$ cat src/rtl/alu_exec_q_pkg.sv
// Shared execute-stage definitions: the issued-uop format, operand-select and
// ALU-op encodings, and the writeback queue entry used by alu_exec_q.
package alu_exec_q_pkg;

  localparam int unsigned ROB_W  = 5;
  localparam int unsigned PHYS_W = 6;

  typedef enum logic [1:0] {
    SRC_ZERO = 2'd0,
    SRC_RS1  = 2'd1,
    SRC_RS2  = 2'd2,
    SRC_IMM  = 2'd3
  } src_sel_e;

  typedef enum logic [4:0] {
    ALU_ADD   = 5'd0,
    ALU_ADDI  = 5'd1,
    ALU_AUIPC = 5'd2,
    ALU_SUB   = 5'd3,
    ALU_AND   = 5'd4,
    ALU_ANDI  = 5'd5,
    ALU_OR    = 5'd6,
    ALU_ORI   = 5'd7,
    ALU_XOR   = 5'd8,
    ALU_XORI  = 5'd9,
    ALU_SLL   = 5'd10,
    ALU_SLLI  = 5'd11,
    ALU_SRL   = 5'd12,
    ALU_SRLI  = 5'd13,
    ALU_SRA   = 5'd14,
    ALU_SRAI  = 5'd15,
    ALU_SLT   = 5'd16,
    ALU_SLTI  = 5'd17,
    ALU_SLTU  = 5'd18,
    ALU_SLTIU = 5'd19,
    ALU_LUI   = 5'd20
  } alu_op_e;

  typedef struct packed {
    logic [31:0] pc;
    alu_op_e     op;
    src_sel_e    src1_sel;
    src_sel_e    src2_sel;
    logic [31:0] imm;
    logic        uses_rd;
  } decoded_bundle_t;

  typedef struct packed {
    decoded_bundle_t   bundle;
    logic [ROB_W-1:0]  rob_idx;
    logic [PHYS_W-1:0] prd_new;
    logic [1:0]        epoch;
  } rs_uop_t;

  typedef struct packed {
    logic [31:0]       pc;
    logic              uses_rd;
    logic [ROB_W-1:0]  rob_idx;
    logic [PHYS_W-1:0] prd_new;
    logic [1:0]        epoch;
    logic [31:0]       data;
  } alu_wb_entry_t;

endpackage

$ cat src/rtl/alu_exec_q_core.sv
// alu_core: combinational RV32I integer ALU with operand selection.
//   op_i, src1_sel_i, src2_sel_i, imm_i : decoded uop fields
//   rs1_val_i, rs2_val_i               : register operands
//   result_o                           : 32-bit result (0 for unknown ops)
module alu_core
  import alu_exec_q_pkg::*;
(
  input  alu_op_e     op_i,
  input  src_sel_e    src1_sel_i,
  input  src_sel_e    src2_sel_i,
  input  logic [31:0] imm_i,
  input  logic [31:0] rs1_val_i,
  input  logic [31:0] rs2_val_i,
  output logic [31:0] result_o
);

  logic [31:0] src1;
  logic [31:0] src2;
  logic [4:0]  shamt;

  always_comb begin
    src1 = (src1_sel_i == SRC_RS1) ? rs1_val_i : '0;
    case (src2_sel_i)
      SRC_RS2: src2 = rs2_val_i;
      SRC_IMM: src2 = imm_i;
      default: src2 = '0;
    endcase
  end

  // Shift amount always comes from the immediate, for R- and I-forms alike.
  assign shamt = imm_i[4:0];

  always_comb begin
    result_o = '0;
    case (op_i)
      ALU_ADD, ALU_ADDI, ALU_AUIPC: result_o = src1 + src2;
      ALU_SUB:                      result_o = src1 - src2;
      ALU_AND, ALU_ANDI:            result_o = src1 & src2;
      ALU_OR, ALU_ORI:              result_o = src1 | src2;
      ALU_XOR, ALU_XORI:            result_o = src1 ^ src2;
      ALU_SLL, ALU_SLLI:            result_o = src1 << shamt;
      ALU_SRL, ALU_SRLI:            result_o = src1 >> shamt;
      ALU_SRA, ALU_SRAI:            result_o = $unsigned($signed(src1) >>> shamt);
      ALU_SLT, ALU_SLTI:            result_o = {31'd0, $signed(src1) < $signed(src2)};
      ALU_SLTU, ALU_SLTIU:          result_o = {31'd0, src1 < src2};
      ALU_LUI:                      result_o = src2;
      default:                      result_o = '0;
    endcase
  end

endmodule

$ cat src/rtl/alu_exec_q.sv
// alu_exec_q: RV32I execute unit. Results from alu_core are buffered in a
// DEPTH-entry in-order queue and offered to writeback via wb_valid/wb_ready.
// Entries from a stale epoch or without a destination drain silently.
//   clk, rst (sync, active high)
//   req_valid/req_ready/req_uop/rs1_val/rs2_val : issue port
//   cur_epoch : current front-end epoch; flush : drop everything this cycle
//   wb_valid/wb_ready/wb_* : head result to writeback
//   occupancy : number of valid entries
module alu_exec_q
  import alu_exec_q_pkg::*;
#(
  parameter int unsigned DEPTH     = 2,
  parameter bit          FULL_SKID = 1'b1
) (
  input  logic                         clk,
  input  logic                         rst,
  input  logic                         req_valid,
  output logic                         req_ready,
  input  rs_uop_t                      req_uop,
  input  logic [31:0]                  rs1_val,
  input  logic [31:0]                  rs2_val,
  input  logic [1:0]                   cur_epoch,
  input  logic                         flush,
  output logic                         wb_valid,
  input  logic                         wb_ready,
  output logic [31:0]                  wb_pc,
  output logic                         wb_uses_rd,
  output logic [ROB_W-1:0]             wb_rob_idx,
  output logic [PHYS_W-1:0]            wb_prd_new,
  output logic [1:0]                   wb_epoch,
  output logic [31:0]                  wb_data,
  output logic [$clog2(DEPTH+1)-1:0]   occupancy
);

  localparam int unsigned PTR_W = $clog2(DEPTH);
  localparam int unsigned CNT_W = $clog2(DEPTH + 1);
  localparam logic [CNT_W-1:0] FULL_CNT = CNT_W'(DEPTH);

  alu_wb_entry_t    mem_q [DEPTH];
  logic [PTR_W-1:0] rd_ptr_q, rd_ptr_d;
  logic [PTR_W-1:0] wr_ptr_q, wr_ptr_d;
  logic [CNT_W-1:0] count_q, count_d;

  logic [31:0]      alu_result;
  alu_wb_entry_t    new_ent;
  alu_wb_entry_t    head;
  logic             head_vld;
  logic             head_live;
  logic             deq_fire;
  logic             enq_fire;

  alu_core u_core (
    .op_i       (req_uop.bundle.op),
    .src1_sel_i (req_uop.bundle.src1_sel),
    .src2_sel_i (req_uop.bundle.src2_sel),
    .imm_i      (req_uop.bundle.imm),
    .rs1_val_i  (rs1_val),
    .rs2_val_i  (rs2_val),
    .result_o   (alu_result)
  );

  always_comb begin
    new_ent.pc      = req_uop.bundle.pc;
    new_ent.uses_rd = req_uop.bundle.uses_rd;
    new_ent.rob_idx = req_uop.rob_idx;
    new_ent.prd_new = req_uop.prd_new;
    new_ent.epoch   = req_uop.epoch;
    new_ent.data    = alu_result;
  end

  // Payload reads as zero whenever the queue is empty, so a freshly reset
  // block presents all-zero outputs without clearing the storage array.
  assign head_vld  = (count_q != '0);
  assign head      = head_vld ? mem_q[rd_ptr_q] : '0;
  assign head_live = head.uses_rd && (head.epoch == cur_epoch);

  assign wb_valid  = !rst && !flush && head_vld && head_live;
  // Dead heads leave without waiting for the consumer.
  assign deq_fire  = !rst && !flush && head_vld && (!head_live || wb_ready);
  assign req_ready = !rst && !flush && ((count_q < FULL_CNT) || (FULL_SKID && deq_fire));
  // Stale-epoch requests complete the handshake but are dropped here.
  assign enq_fire  = req_valid && req_ready && (req_uop.epoch == cur_epoch);

  always_comb begin
    rd_ptr_d = rd_ptr_q;
    wr_ptr_d = wr_ptr_q;
    count_d  = count_q;
    if (flush) begin
      rd_ptr_d = '0;
      wr_ptr_d = '0;
      count_d  = '0;
    end else begin
      if (deq_fire) rd_ptr_d = rd_ptr_q + 1'b1;
      if (enq_fire) wr_ptr_d = wr_ptr_q + 1'b1;
      case ({enq_fire, deq_fire})
        2'b10:   count_d = count_q + 1'b1;
        2'b01:   count_d = count_q - 1'b1;
        default: count_d = count_q;
      endcase
    end
  end

  always_ff @(posedge clk) begin
    if (rst) begin
      rd_ptr_q <= '0;
      wr_ptr_q <= '0;
      count_q  <= '0;
    end else begin
      rd_ptr_q <= rd_ptr_d;
      wr_ptr_q <= wr_ptr_d;
      count_q  <= count_d;
    end
  end

  // With FULL_SKID a full queue writes the slot being read this same cycle;
  // the read is combinational so the outgoing head is unaffected.
  always_ff @(posedge clk) begin
    if (enq_fire) mem_q[wr_ptr_q] <= new_ent;
  end

  assign wb_pc      = head.pc;
  assign wb_uses_rd = head.uses_rd;
  assign wb_rob_idx = head.rob_idx;
  assign wb_prd_new = head.prd_new;
  assign wb_epoch   = head.epoch;
  assign wb_data    = head.data;
  assign occupancy  = count_q;

endmodule
$ cat config.mk
export PLATFORM = sky130hd
export DESIGN_NAME = alu_exec_q
export DESIGN_NICKNAME = d
export VERILOG_FILES = /design/src/rtl/alu_exec_q_pkg.sv /design/src/rtl/alu_exec_q_core.sv /design/src/rtl/alu_exec_q.sv
export SDC_FILE = /design/constraint.sdc
export NUM_CORES = 1
export LEC_CHECK = 0
export BUFFER_PORTS_ARGS = -buffer_cell sky130_fd_sc_hd__buf_2
export CAP_MARGIN = 20
export CORE_ASPECT_RATIO = 0.6
export CORE_UTILIZATION = 35
export DETAILED_ROUTE_END_ITERATION = 16
export HOLD_SLACK_MARGIN = 0.12
export PLACE_DENSITY_LB_ADDON = 0.15
export REMOVE_ABC_BUFFERS = 1
export SETUP_SLACK_MARGIN = 0.05
export SLEW_MARGIN = 20
export SYNTH_ARGS = -nofsm -noshare
export SYNTH_HDL_FRONTEND = slang
export SYNTH_HIERARCHICAL = 1
export SYNTH_SLANG_ARGS = --single-unit
$ cat constraint.sdc
create_clock -name clk -period 7.4 [get_ports clk]
set_clock_uncertainty 0.05 [all_clocks]
set_input_delay 1.48 -clock clk [delete_from_list [all_inputs] [get_ports clk]]
set_output_delay 1.48 -clock clk [all_outputs]
set_load 0.05 [all_outputs]
# Word level (Yosys, flattened, before mapping)

Memories as Yosys holds them, arrays and structs flattened. A register that Yosys moved wholly into a read port is not among the register bits.
Cells that the tools add are included.

Add/sub/neg operators: 6
$lt $le $gt $ge: 3
Eq/ne operators: 27
Shifts and indexed selects: 3
Mux-type cells: 9
Bitwise operators: 3
Reduce and logical (&&, ||, !) cells: 26

Operator list:

| cell                                           | count |
|---|---|
| case mux 32 bit (11 select lines)              | 1 |
| 2-to-1 mux 78 bit                              | 1 |
| < comparator 32 bit                            | 2 |
| case mux 32 bit (2 select lines)               | 1 |
| == test 5 x 4 -> 1 bit (second input constant) | 8 |
| adder 32 bit                                   | 1 |
| AND 32 bit                                     | 1 |
| 2-to-1 mux 32 bit                              | 1 |
| OR 32 bit                                      | 1 |
| << shifter 32 x 5 -> 32 bit                    | 1 |
| >> shifter 32 x 5 -> 32 bit                    | 1 |
| >>> shifter 32 x 5 -> 32 bit                   | 1 |
| subtractor 32 bit                              | 1 |
| bitwise XOR 32 bit                             | 1 |
| == test 5 bit (second input constant)          | 5 |
| == test 5 x 3 -> 1 bit (second input constant) | 4 |
| OR reduction 2 bit                             | 9 |
| == test 5 x 2 -> 1 bit (second input constant) | 2 |
| logical AND 1 bit                              | 8 |
| == test 2 bit (second input constant)          | 3 |
| == test 5 x 1 -> 1 bit (second input constant) | 1 |
| logical NOT 5 bit                              | 1 |
| == test 2 x 1 -> 1 bit (second input constant) | 2 |
| == test 2 bit                                  | 2 |
| 10 further kinds                               | 18 |

Bits in registers: 4
Memory bits (writable): 156
Input bits: 158
Output and inout bits: 82
Logic and storage cells: 81
Memories: 1

Memory list:

| name  | words | width | read ports | clocked after Yosys merged registers in | write ports | RTL line         | source |
|---|---|---|---|---|---|---|---|
| mem_q | 2     | 78    | 1          | 1                                       | 1           | alu_exec_q.sv:39 | `alu_wb_entry_t mem_q [DEPTH];` |

# Logic depth before layout (Yosys ltp)

Depth in word-level cells: 13
Depth in mapped cells: 20
Mapped depth without buffers: 15

# Modules after synthesis

Netlist, hierarchy kept.

By module, submodules not included:

| module     | instances | cells each | area each (um^2) | sequential area each (um^2) |
|---|---|---|---|---|
| alu_core   | 1         | 1,503      | 9,774.4          | 0.0 |
| alu_exec_q | 1         | 367        | 6,188.4          | 4,784.6 |

# Least setup slack after synthesis

OpenSTA, ideal clock, no wires.

Kind: input to register
Start point: input flush
End point: memory mem_q[0][0] in the netlist's numbering, enable pin
Setup time: 0.515 ns
Arrival time: 5.620 ns
Required time: 6.835 ns
Setup slack: 1.215 ns
Cell stages on the path: 4
Buffers on the path: 1
Cells stage by stage: or2_2 > clkbuf_1 > or3_1 > nor2_1

Cells in the longest elaborated chain, start to end: 10

RTL lines:

| what                                     | RTL line                           | source |
|---|---|---|
| start: declaration                       | alu_exec_q.sv:23                   | `input logic flush,` |
| logical NOT 1 bit *                      | alu_exec_q.sv:79, alu_exec_q.sv:80 |  |
| logical AND 1 bit *                      | alu_exec_q.sv:79, alu_exec_q.sv:80 |  |
| logical AND 1 bit (2 in a row)           | alu_exec_q.sv:79                   | `assign deq_fire = !rst && !flush && head_vld && (!head_live \|\| wb_ready);` |
| logical OR 1 bit                         | alu_exec_q.sv:80                   | `assign req_ready = !rst && !flush && ((count_q < FULL_CNT) \|\| (FULL_SKID && deq_fire));` |
| logical AND 1 bit *                      | alu_exec_q.sv:80                   |  |
| logical AND 1 bit * (2 in a row)         | alu_exec_q.sv:82                   | `assign enq_fire = req_valid && req_ready && (req_uop.epoch == cur_epoch);` |
| 2-to-1 mux 1 bit *                       | alu_exec_q.sv:118                  | `if (enq_fire) mem_q[wr_ptr_q] <= new_ent;` |
| 2-to-1 mux 1 bit (not written as such) * | alu_exec_q.sv:118                  |  |
| end: declaration                         | alu_exec_q.sv:39                   |  |

Mark *: on every way between the ends. The rest lies on a longest branch, timed or not.

# Worst setup path in the final report

Start point: input req_uop[48] in the netlist's numbering
End point: memory mem_q[1][30] in the netlist's numbering (data pin)

Cells in the longest elaborated chain, start to end: 4
Elaborated cells between the ends (all ways): 11
Those cells by class: add/sub (2); eq/ne (1); shift (3); mux (2); bitwise (3)

RTL lines:

| what                                            | RTL line              | source |
|---|---|---|
| start: declaration                              | alu_exec_q.sv:19      | `input rs_uop_t req_uop,` |
| == test 2 x 1 -> 1 bit *                        | alu_exec_q_core.sv:22 | `src1 = (src1_sel_i == SRC_RS1) ? rs1_val_i : '0;` |
| 2-to-1 mux 32 bit *                             | alu_exec_q_core.sv:22 |  |
| subtractor 32 bit, or another cell as far along | alu_exec_q_core.sv:37 | `ALU_SUB: result_o = src1 - src2;` |
| case mux 32 bit (11 select lines) *             | alu_exec_q_core.sv:35 | `case (op_i)` |
| via alu_result[30]                              | alu_exec_q.sv:44      | `logic [31:0] alu_result;` |

Mark *: on every way through the listed nets, which the timed path passes. The rest lies on a longest branch.

==> results.yml <==
power:
  power_leakage_nw: 7.13
  vdd_ir_drop_max_v: 0.000128
  power_density_mw_per_mm2: 145
yosys:
  synth.avg_cell_area_um2: 8.54
  synth_edf_count: 156
  synth_top_family_by_area: "compound AO/OA/AOI/OAI gates"
  ys_seq_area_share_pct: 30.0
  synth_flop_cell: "edfxtp_1"
  synth_xor_area_share_pct: 0.870
  ys.warnings.count: 6
  synth-simple-area-share_pct: 16.7
  ys_ff_latch: 161
  synthMuxAreaShare_pct: 14.4
  async_reset_ff_share_pct: 0
  syn_inst: 1870
  synth_cell_types: 102
  synth_compound_area_share_pct: 23.6
  syn-cell-area_mm2: 0.0160
  yosys.area_share.adder_pct: 7.93
clocking:
  cts_made_buffers: 17
  cts_tree: "built"
  cts_hold_buf: 0
  cts_max_path_buffers: 2
  clk_pin_slew_ns: 0.07
  cts_setup_buffers: 0
  root_buffer: "clkbuf_16"
  insertion_delay_ns: 0.41
  cts_num_sinks: 161
  cts-resized-gates: 0
  htreeDepth: 4
route:
  dr_total_vias: 15449
  routed_wl_um: 61700
  vias_per_cell: 5.90
  ant_nets: 0
  drt-initial-drc-count: 2033
  drc: 4
  wl_per_cell_um: 23.6
  drt_first_pass_iters: 11
die:
  io_pins: 240
  die_y_um: 167
  core_mm2: 0.0449
  die_x_um: 278
  dieArea_mm2: 0.0465
  start_util_pct: 35.6
  row_count: 60
grt:
  grt_antenna_before_repair: 5
  grt_use_met2_pct: 36.1
  grtUsageTotal_pct: 25.9
  grt_max_degree: 80
  grt_pass1_vias: 14304
  grt-busiest-layer: "met1"
  grt_pass1_wl_um: 91600
  use_met3_pct: 6.29
  grt-ovfl-total: 0
  grtUsageMet1_pct: 40.0
final_layout:
  final_cell_area_mm2: 0.0181
  drive_gt1_share_pct: 20.0
  ff_latch_area_mm2: 0.00479
  fill_cells: 4640
  multiInputGateArea_mm2: 0.0102
  area_growth_pct: 13.5
  final_nets: 2271
placed_design:
  place_congestion: 1.02
  postPlaceCellArea_mm2: 0.0175
  pre_cts_ws_ns: 1.53
  dp_hpwl_um: 47400
  port_buffers: 239
timing:
  fin_crit_ns: 5.55
  post-route-period-util_pct: 75.0
  clock.fmax_ghz: 0.180
  setup_violations: 0
  whs_ns: 0.457
  rsz0062_at_grt: "no"
  hold_viol_final: 0
  slew_headroom_pct: 27.1
  drv_slew: 0
  worst_pin_slew_ns: 1.09
  final.setup.worst_slack_ns: 1.85
run_status:
  outcome: "complete, but fails checks"
  violations: "design-rule violations"
worst_setup_path:
  rr_worst_depth: 6
  criticalPathCategory: "in2reg"
  cpMostUsedCell: "o21ai_1"
  crit_path_max_incr_delay_ns: 0.52
  worst_r2r_endpoint: "mem_q[0][36]"
  crit_buf_inv: 2
  crit_fanout: 25
  crit_chain: "buf_2 -> nor2b_4 -> and2_1 -> inv_1 -> ha_1 -> fa_1 -> nor2b_1 -> o2111a_1 -> nor3_1 -> o21ai_1 -> a31oi_1 -> o21ai_1 -> a211oi_2 -> o31ai_2 -> a21oi_1 -> o32ai_1"
  critPathSlowestCell: "nor2b_4"
  cpLargestDelayFamily: "compound AO/OA/AOI/OAI gates"
  critPathLaunchType: "primary input"
  endpoint_kind: "flop"
  required_ns: 7.58
  cp.arrival_ns: 5.72
  r2r_slack_ns: 3.43
worst_hold_path:
  holdPathStages: 2
  hp-class: "reg2reg"
  hold_start: "rd_ptr_q"
job:
  drv_cap: 0
## placed cells by master, fill, tap and decap left out, drive strengths merged, types with 40 or more instances in the layout
cell type / n
nand2: 165
mux2i: 152
nand3: 40
edfxtp: 156
nor2: 214
buf: 269
inv: 107
a21oi: 148
o21ai: 134
ha: 98
## cell usage after synthesis, types with 8 or more instances
| cell | number | share of area [%] |
|---|---|---|
| nor2_1 | 214 | 5.0 |
| nand2_1 | 165 | 3.9 |
| edfxtp_1 | 156 | 29 |
| mux2i_1 | 148 | 9.3 |
| a21oi_1 | 142 | 4.5 |
| o21ai_0 | 118 | 3.7 |
| inv_1 | 99 | 2.3 |
| ha_1 | 98 | 7.7 |
| clkbuf_1 | 82 | 1.9 |
| nand3_1 | 39 | 1.2 |
| nor3_1 | 37 | 1.2 |
| buf_2 | 33 | 1.0 |
| o22ai_1 | 33 | 1.3 |
| and2_1 | 31 | 1.2 |
| nor2b_1 | 31 | 1.2 |
| mux2_2 | 30 | 2.1 |
| o211ai_1 | 25 | 1.2 |
| a221oi_1 | 23 | 1.3 |
| a211oi_1 | 20 | 0.94 |
| buf_1 | 18 | 0.42 |
| a21o_1 | 16 | 0.75 |
| nand2b_1 | 16 | 0.63 |
| o21bai_1 | 16 | 0.75 |
| o221ai_1 | 16 | 0.88 |
| o21ai_1 | 15 | 0.47 |
| o31ai_1 | 15 | 0.71 |
| mux4_2 | 14 | 2.0 |
| a31oi_1 | 11 | 0.43 |
| or3_1 | 11 | 0.43 |
| xnor2_1 | 11 | 0.60 |
| a22oi_1 | 10 | 0.47 |
| a211o_1 | 8 | 0.44 |
| a221o_1 | 8 | 0.50 |
| and3_1 | 8 | 0.31 |
| o21a_1 | 8 | 0.38 |
## flip-flops by register name, summed over array words and instances, names as in the netlist, named ones only
name	cells
wr_ptr_q	1
occupancy	2
rd_ptr_q	1
mem_q	156
## worst max path at each step
| stage | slack [ns] | cells after the start | from | endpoint |
|---|---|---|---|---|
| finish | 1.85 | 16 | req_uop[48] | mem_q[1][30] |
| global route | 1.63 | 15 | req_uop[47] | mem_q[0][28] |
| CTS | 1.98 | 16 | req_uop[46] | mem_q[1][28] |
| detailed placement | 1.53 | 16 | req_uop[46] | mem_q[1][28] |
| global placement | 1.61 | 15 | req_uop[46] | mem_q[0][29] |
| floorplan | -0.41 | 5 | flop | mem_q[0][0] |
## tightest hold or removal path: cells and delay by family, from the launching register on
| family | cells | cell delay [ns] |
|---|---|---|
| flip-flops | 1 | 0.32 |
| XOR/XNOR | 1 | 0.08 |
| AND/OR/NAND/NOR | 1 | 0.08 |
## area by class of cell
cell class                      instances  share of cell area (%)
Antenna cell                            3                  0.0415
Clock buffer                           18                    2.37
Clock inverter                         14                   0.843
Inverter                              102                    2.11
Multi-Input combinational cell       1462                    56.3
Sequential cell                       161                    26.4
Tap cell                              589                    4.07
Timing Repair Buffer                  269                    7.86
## report_power, final
group	switching (mW)	internal [mW]	total [mW]
Clock	0.372	0.502	0.874
Sequential	0.00236	1.02	1.02
Combinational	0.484	0.249	0.733
Total	0.858	1.77	2.62
## cells by family after synthesis
family,after synthesis
DFF,161
xor gates and xnor gates,15
and+or+nand+nor,587
buffers and inverters,247
AOI/OAI and AO/OA,558
muxes,202
adders and majority gates,100
## stage by stage
| step | cells | util [%] | total power [mW] | TNS [ns] |
|---|---|---|---|---|
| after floorplan | 1725 | - | 1.47 | -63.59 |
| after global placement | 2583 | 39.0 | 1.74 | 0 |
| after detailed placement | 2583 | 39.0 | 1.75 | 0 |
| after CTS | 2615 | 40.3 | 2.63 | 0 |
| after global routing | 2617 | 40.3 | 2.75 | 0 |
| final | 2618 | 40.3 | 2.62 | 0 |
## routing by layer
metal / part of all wire (%) / wire length [µm]
met1: 49 / 30100
met2: 40 / 24800
met3: 9.7 / 5960
met4: 1.2 / 748
met5: 0.055 / 34
Power figures use the tool's default switching activity.
